### src/rtl/mux8_rr_sched_if.sv
// mux8_rr_sched_if: bundle between eight producer lanes, one consumer and the round-robin scheduler
// Signals: req[7:0]/din[8*DW-1:0] from the lanes, out_ready from the consumer,
// gnt[7:0]/sel[2:0]/out_valid/dout[DW-1:0] from the scheduler.
// Modports: master = lanes and consumer side, slave = scheduler side.
interface mux8_rr_sched_if #(
    parameter int DW = 1
);
    logic [7:0]      req;
    logic [8*DW-1:0] din;
    logic            out_ready;
    logic [7:0]      gnt;
    logic [2:0]      sel;
    logic            out_valid;
    logic [DW-1:0]   dout;
    modport master (output req, din, out_ready, input gnt, sel, out_valid, dout);
    modport slave (input req, din, out_ready, output gnt, sel, out_valid, dout);
endinterface

### src/rtl/mux8_rr_sched.sv
// mux8_rr_sched: round-robin burst scheduler steering one of eight lanes onto a valid/ready channel
// Ports: clk, rst_n (synchronous, active low), bus (slave modport of mux8_rr_sched_if).
// Parameters: DW lane data width, MAX_BURST accepted beats per grant (1..15).
module mux8_rr_sched #(
    parameter int DW        = 1,
    parameter int MAX_BURST = 4
) (
    input  logic           clk,
    input  logic           rst_n,
    mux8_rr_sched_if.slave bus
);
    localparam int CW = $clog2(MAX_BURST + 1);
    typedef enum logic {IDLE, GRANT} state_t;
    state_t        state, state_n;
    logic [2:0]    sel_q, sel_n, ptr, ptr_n, base, win, idx;
    logic [7:0]    gnt_q, gnt_n;
    logic [CW-1:0] cnt, cnt_n;
    logic          found, out_valid, acc, rel;

    // While granted, the search starts at the lane after the owner, which is exactly the ptr a release loads.
    assign base = (state == GRANT) ? sel_q + 3'd1 : ptr;

    // Downward scan so the lowest offset from base wins.
    always_comb begin
        found = 1'b0;
        win   = base;
        idx   = base;
        for (int k = 7; k >= 0; k--) begin
            idx = base + 3'(k);
            if (bus.req[idx]) begin
                found = 1'b1;
                win   = idx;
            end
        end
    end

    assign out_valid     = (state == GRANT) && bus.req[sel_q];
    assign acc           = out_valid && bus.out_ready;
    assign rel           = (state == GRANT) && (!bus.req[sel_q] || (acc && cnt == CW'(MAX_BURST - 1)));
    assign bus.out_valid = out_valid;
    assign bus.dout      = out_valid ? bus.din[sel_q*DW +: DW] : '0;
    assign bus.gnt       = gnt_q;
    assign bus.sel       = sel_q;

    always_comb begin
        state_n = state;
        sel_n   = sel_q;
        gnt_n   = gnt_q;
        ptr_n   = rel ? sel_q + 3'd1 : ptr;
        cnt_n   = acc ? cnt + CW'(1) : cnt;
        if ((state == IDLE || rel) && found) begin
            state_n = GRANT;
            sel_n   = win;
            gnt_n   = 8'd1 << win;
            cnt_n   = '0;
        end else if (rel) begin
            state_n = IDLE;
            gnt_n   = '0;
            cnt_n   = '0;
        end
    end

    always_ff @(posedge clk) begin
        if (!rst_n) begin
            state <= IDLE;
            sel_q <= '0;
            gnt_q <= '0;
            ptr   <= '0;
            cnt   <= '0;
        end else begin
            state <= state_n;
            sel_q <= sel_n;
            gnt_q <= gnt_n;
            ptr   <= ptr_n;
            cnt   <= cnt_n;
        end
    end
endmodule

### src/flat_wrapper.sv
// flat-port wrapper written by rule: the top's interface ports become plain ports
module mux8_rr_sched_flat 
#(
    parameter int DW        = 1,
    parameter int MAX_BURST = 4
)
  (clk, rst_n, bus_req, bus_din, bus_out_ready, bus_gnt, bus_sel, bus_out_valid, bus_dout);
  mux8_rr_sched_if #(.DW(DW)) bus_i ();
  input  logic clk;
  input  logic rst_n;
  input wire logic [$bits(bus_i.req)-1:0] bus_req;
  input wire logic [$bits(bus_i.din)-1:0] bus_din;
  input wire logic [$bits(bus_i.out_ready)-1:0] bus_out_ready;
  output wire logic [$bits(bus_i.gnt)-1:0] bus_gnt;
  output wire logic [$bits(bus_i.sel)-1:0] bus_sel;
  output wire logic [$bits(bus_i.out_valid)-1:0] bus_out_valid;
  output wire logic [$bits(bus_i.dout)-1:0] bus_dout;
  assign bus_i.req = bus_req;
  assign bus_i.din = bus_din;
  assign bus_i.out_ready = bus_out_ready;
  assign bus_gnt = bus_i.gnt;
  assign bus_sel = bus_i.sel;
  assign bus_out_valid = bus_i.out_valid;
  assign bus_dout = bus_i.dout;
  mux8_rr_sched #(.DW(DW), .MAX_BURST(MAX_BURST)) u_core (.clk(clk), .rst_n(rst_n), .bus(bus_i));
endmodule
### config.mk
export PLATFORM = sky130hd
export DESIGN_NAME = mux8_rr_sched_flat
export DESIGN_NICKNAME = d
export VERILOG_FILES = /design/src/rtl/mux8_rr_sched_if.sv /design/src/rtl/mux8_rr_sched.sv /design/src/flat_wrapper.sv
export SDC_FILE = /design/constraint.sdc
export NUM_CORES = 1
export LEC_CHECK = 0
export CELL_PAD_IN_SITES_DETAIL_PLACEMENT = 1
export CELL_PAD_IN_SITES_GLOBAL_PLACEMENT = 1
export CORE_MARGIN = 10
export CORE_UTILIZATION = 36
export DETAILED_ROUTE_END_ITERATION = 6
export PLACE_DENSITY = 0.79
export SETUP_SLACK_MARGIN = 0.4
export SYNTH_ARGS = -nofsm -noshare
export SYNTH_HDL_FRONTEND = slang
export SYNTH_SLANG_ARGS = --single-unit
### constraint.sdc
create_clock -name clk -period 3.36 [get_ports clk]
set_input_delay 0.84 -clock clk [delete_from_list [all_inputs] [get_ports clk]]
set_output_delay 0.84 -clock clk [all_outputs]
set_load 0.01 [all_outputs]
==> run_results.csv <==
group,metric,value,unit
yosys,synth.most_common_cell,"a21oi_1",
sta,hold_ws,0.477,ns
cells_and_area,drive_gt1_frac,0.518,
yosys,yosysUniqueCellTypes,67,
worst_hold_path,min-delay-start,"u_core.bus.gnt[0]",
yosys,synth_top_area_cell,"dfxtp_1",
routing,viasPerCell,6.54,
yosys,yosys_register_bits,18,
grt,grt_pass1_vias,2736,
grt,grt_max_degree,13,
worst_setup_path,cpLargestDelayFamily,"compound AO/OA/AOI/OAI gates",
sta,tightest_slew,0.766,ns
routing,drt_iter0_markers,266,
worst_setup_path,crit_type,"flop to flop",
yosys,syn-cell-area,2020,µm²
worst_setup_path,reg2reg_depth,11,
yosys,ys.flop_type,"dfxtp_1",
flow_run,cap_violations,0,
place,place_congestion,0.974,
floorplanning,die_h,94.9,µm
floorplanning,die_w,94.9,µm
power,power,0.00364,W
grt,grt_pass1_wl,15200,µm
place,place_area,2890,µm²
worst_setup_path,worstPathCellList,"ha_4 > buf_4 > xor2_1 > mux2i_1 > nand3_1 > and3b_1 > o211ai_1 > o31ai_4 > o221ai_2 > a32oi_4 > o32ai_2",
cells_and_area,fin_nets,384,
yosys,synth_edf_count,0,
sta,fin_crit,3.37,ns
floorplanning,die_area,9010,µm²
routing,wirelength,11800,µm
sta,finClkSkew,0.00853,ns
worst_hold_path,min_to,"u_core.bus.gnt[0]",
sta,fin_ws,-0.00869,ns
power,powerDensity,1050,nW/µm²
place,hpwl,6610,µm
yosys,synthesis.nets,273,
yosys,syn_inst,249,
clock_tree,clock_latency,0.26,ns
sta,finalCritPeriodShare,1.00,
cells_and_area,area_growth,71.6,%
run_status,violations,"setup timing",
worst_setup_path,cp_num_buf_inv,1,
cells_and_area,final_cells,431,
grt,antenna_found_initial,0,
yosys,avgSynthCellArea,8.11,µm²
grt,track_usage,0.214,
grt,grt.overflow.total,0,
yosys,synthDominantCellAreaShare,0.178,
clock_tree,cts_max_path_buffers,2,
sta,rsz0062_at_grt,"yes",
yosys,netlist_top_cells_area,"dfxtp_1 (18%), mux4_2 (6.7%), mux2i_1 (5.9%)",
yosys,yosysSeqAreaShare,0.178,
worst_setup_path,crit_slowest_cell,"o211ai_1",
cells_and_area,design_area,3460,µm²
power,irDropWorstVdd,0.000490,V
sta,slew_viol_final,0,
floorplanning,initial_core_util,0.369,
routing,ant_nets,0,
power,cellLeakagePower,1.38,nW
yosys,yosys_warnings,0,
worst_setup_path,cp_slowest_stage_delay,0.47,ns
place,numPortBuffers,31,
yosys,async_flop_share,0,
yosys,ys_top_cells_by_count,"a21oi_1 (20), dfxtp_1 (18), nand3_1 (18)",
worst_setup_path,r2r_start,"u_core.bus.sel[1]",
sta,slew_headroom,0.488,
routing,wl_per_cell,27.3,µm
run_status,status,"complete, but fails checks",
clock_tree,cts_made_buffers,3,
worst_hold_path,hp-class,"flop to flop",
floorplanning,num_rows,27,
sta,tns,-0.00869,ns
worst_setup_path,crit_required,3.53,ns
routing,first_pass_iters,5,
place,dp_cells,400,
clock_tree,cts-root-buf,"clkbuf_8",
worst_setup_path,end_kind,"flop",
cells_and_area,diodes,0,
clock_tree,h-tree-depth,1,
clock_tree,path_clk_slew,0.08,ns
worst_setup_path,regToRegEndpoint,"u_core.bus.gnt[7]",
floorplanning,io_pins,32,
worst_setup_path,r2r_setup_slack,-0.009,ns
clock_tree,clock-sinks,18,
routing,drc,0,
sta,fmax,0.297,GHz
clock_tree,cts_tree,"built",
worst_setup_path,startpoint_type,"flop",
sta,setup_viol,1,
sta,hold_violations,0,
worst_hold_path,holdPathStages,2,
floorplanning,core_area,5470,µm²
routing,vias,2818,
worst_setup_path,path_max_fanout,5,
worst_setup_path,cp_data_arrival_time,3.54,ns
metrics by stage:
stage | worst slack (ns) | utilization
after floorplan | 0.314 | -
after global placement | -0.152 | 0.529
after detailed placement | -0.220 | 0.529
after CTS | 0.198 | 0.601
after global routing | -0.107 | 0.633
final | -0.00869 | 0.633
worst max path at each step:
stage                           start           endpoint  slack, ns  cells after the start
floorplan           u_core.bus.sel[0]  u_core.bus.gnt[4]       0.31                     13
global placement           bus_req[2]      bus_out_valid      -0.15                      6
detailed placement         bus_req[5]  u_core.bus.gnt[7]      -0.22                      9
CTS                 u_core.bus.sel[0]  u_core.bus.gnt[6]       0.20                     15
global route        u_core.bus.sel[1]  u_core.bus.gnt[7]      -0.11                     11
finish              u_core.bus.sel[1]  u_core.bus.gnt[7]     -0.009                     11
cell usage in the layout (no fill, tap or decap), types with 3 or more instances in the layout:
| cell | count |
|---|---|
| a211oi_2 | 4 |
| and2_1 | 7 |
| ha_4 | 3 |
| o21ai_1 | 3 |
| a21o_1 | 4 |
| o32ai_2 | 8 |
| clkbuf_8 | 3 |
| or2_2 | 3 |
| buf_6 | 4 |
| nor2_1 | 14 |
| nand3_1 | 16 |
| a21oi_1 | 15 |
| inv_1 | 13 |
| mux4_2 | 6 |
| a2111oi_2 | 3 |
| mux2i_1 | 7 |
| clkdlybuf4s50_1 | 20 |
| clkbuf_2 | 7 |
| a21oi_2 | 4 |
| o21ai_0 | 7 |
| dfxtp_4 | 3 |
| nand2_1 | 15 |
| mux2i_2 | 4 |
| nor2_2 | 3 |
| dfxtp_1 | 15 |
| buf_4 | 80 |
| nor3_1 | 7 |
report_power, final:
group          leakage, nW  internal, W  total, W  switching [W]
registers            0.149     0.000276  0.000328      0.0000523
logic                 1.21      0.00142   0.00314        0.00172
clock network       0.0228    0.0000846  0.000165      0.0000803
what timing repair did:
action / 4_1_cts / 5_1_grt
setup endpoints to repair: 16 / 16
buffers inserted: 20 / 7
pin swaps: 20 / 17
endpoints found under the hold margin: 0 / 0
hold buffers: 0 / 0
resized for setup: 58 / 41
cell type report:
| class | instances | area (µm²) |
|---|---|---|
| Fill cell | 636 | 2010 |
| Clock buffer | 4 | 45.0 |
| Timing Repair Buffer | 117 | 953 |
| Sequential cell | 18 | 372 |
| Multi-Input combinational cell | 204 | 1940 |
| Tap cell | 72 | 90.1 |
| Inverter | 16 | 62.6 |
per-layer routing:
metal  global-route usage  share of wire  up-vias  routed length [µm]
li1                     -              -     1175                   -
met1                0.254           0.37     1373                4390
met2                0.374           0.48      196                5630
met3               0.0389          0.078       74                 915
met4               0.0835          0.070        0                 823
met5                    0              0        -                   0
logic make-up (layout without fill, tap and decap cells):
family	after synthesis	after routing	share of synthesized area
AND/OR/NAND/NOR	92	92	0.240
AO/OA/AOI/OAI	78	78	0.289
buffers and inverters	27	137	0.0613
multiplexers	23	23	0.157
flip-flops	18	18	0.178
XOR/XNOR	6	6	0.0428
adder cells (fa/ha/maj)	5	5	0.0310
registers in the layout, summed over array words and instances, names as in the netlist:
name,cells
u_core.bus.gnt,8
u_core.bus.sel,3
u_core.cnt,3
u_core.ptr,3
u_core.state,1
worst min-delay path, cell delays in order, from the launching register on:
cell and delay, ns:
dfxtp_1 0.31, inv_1 0.06, o32ai_2 0.06
Power figures use the tool's default switching activity.
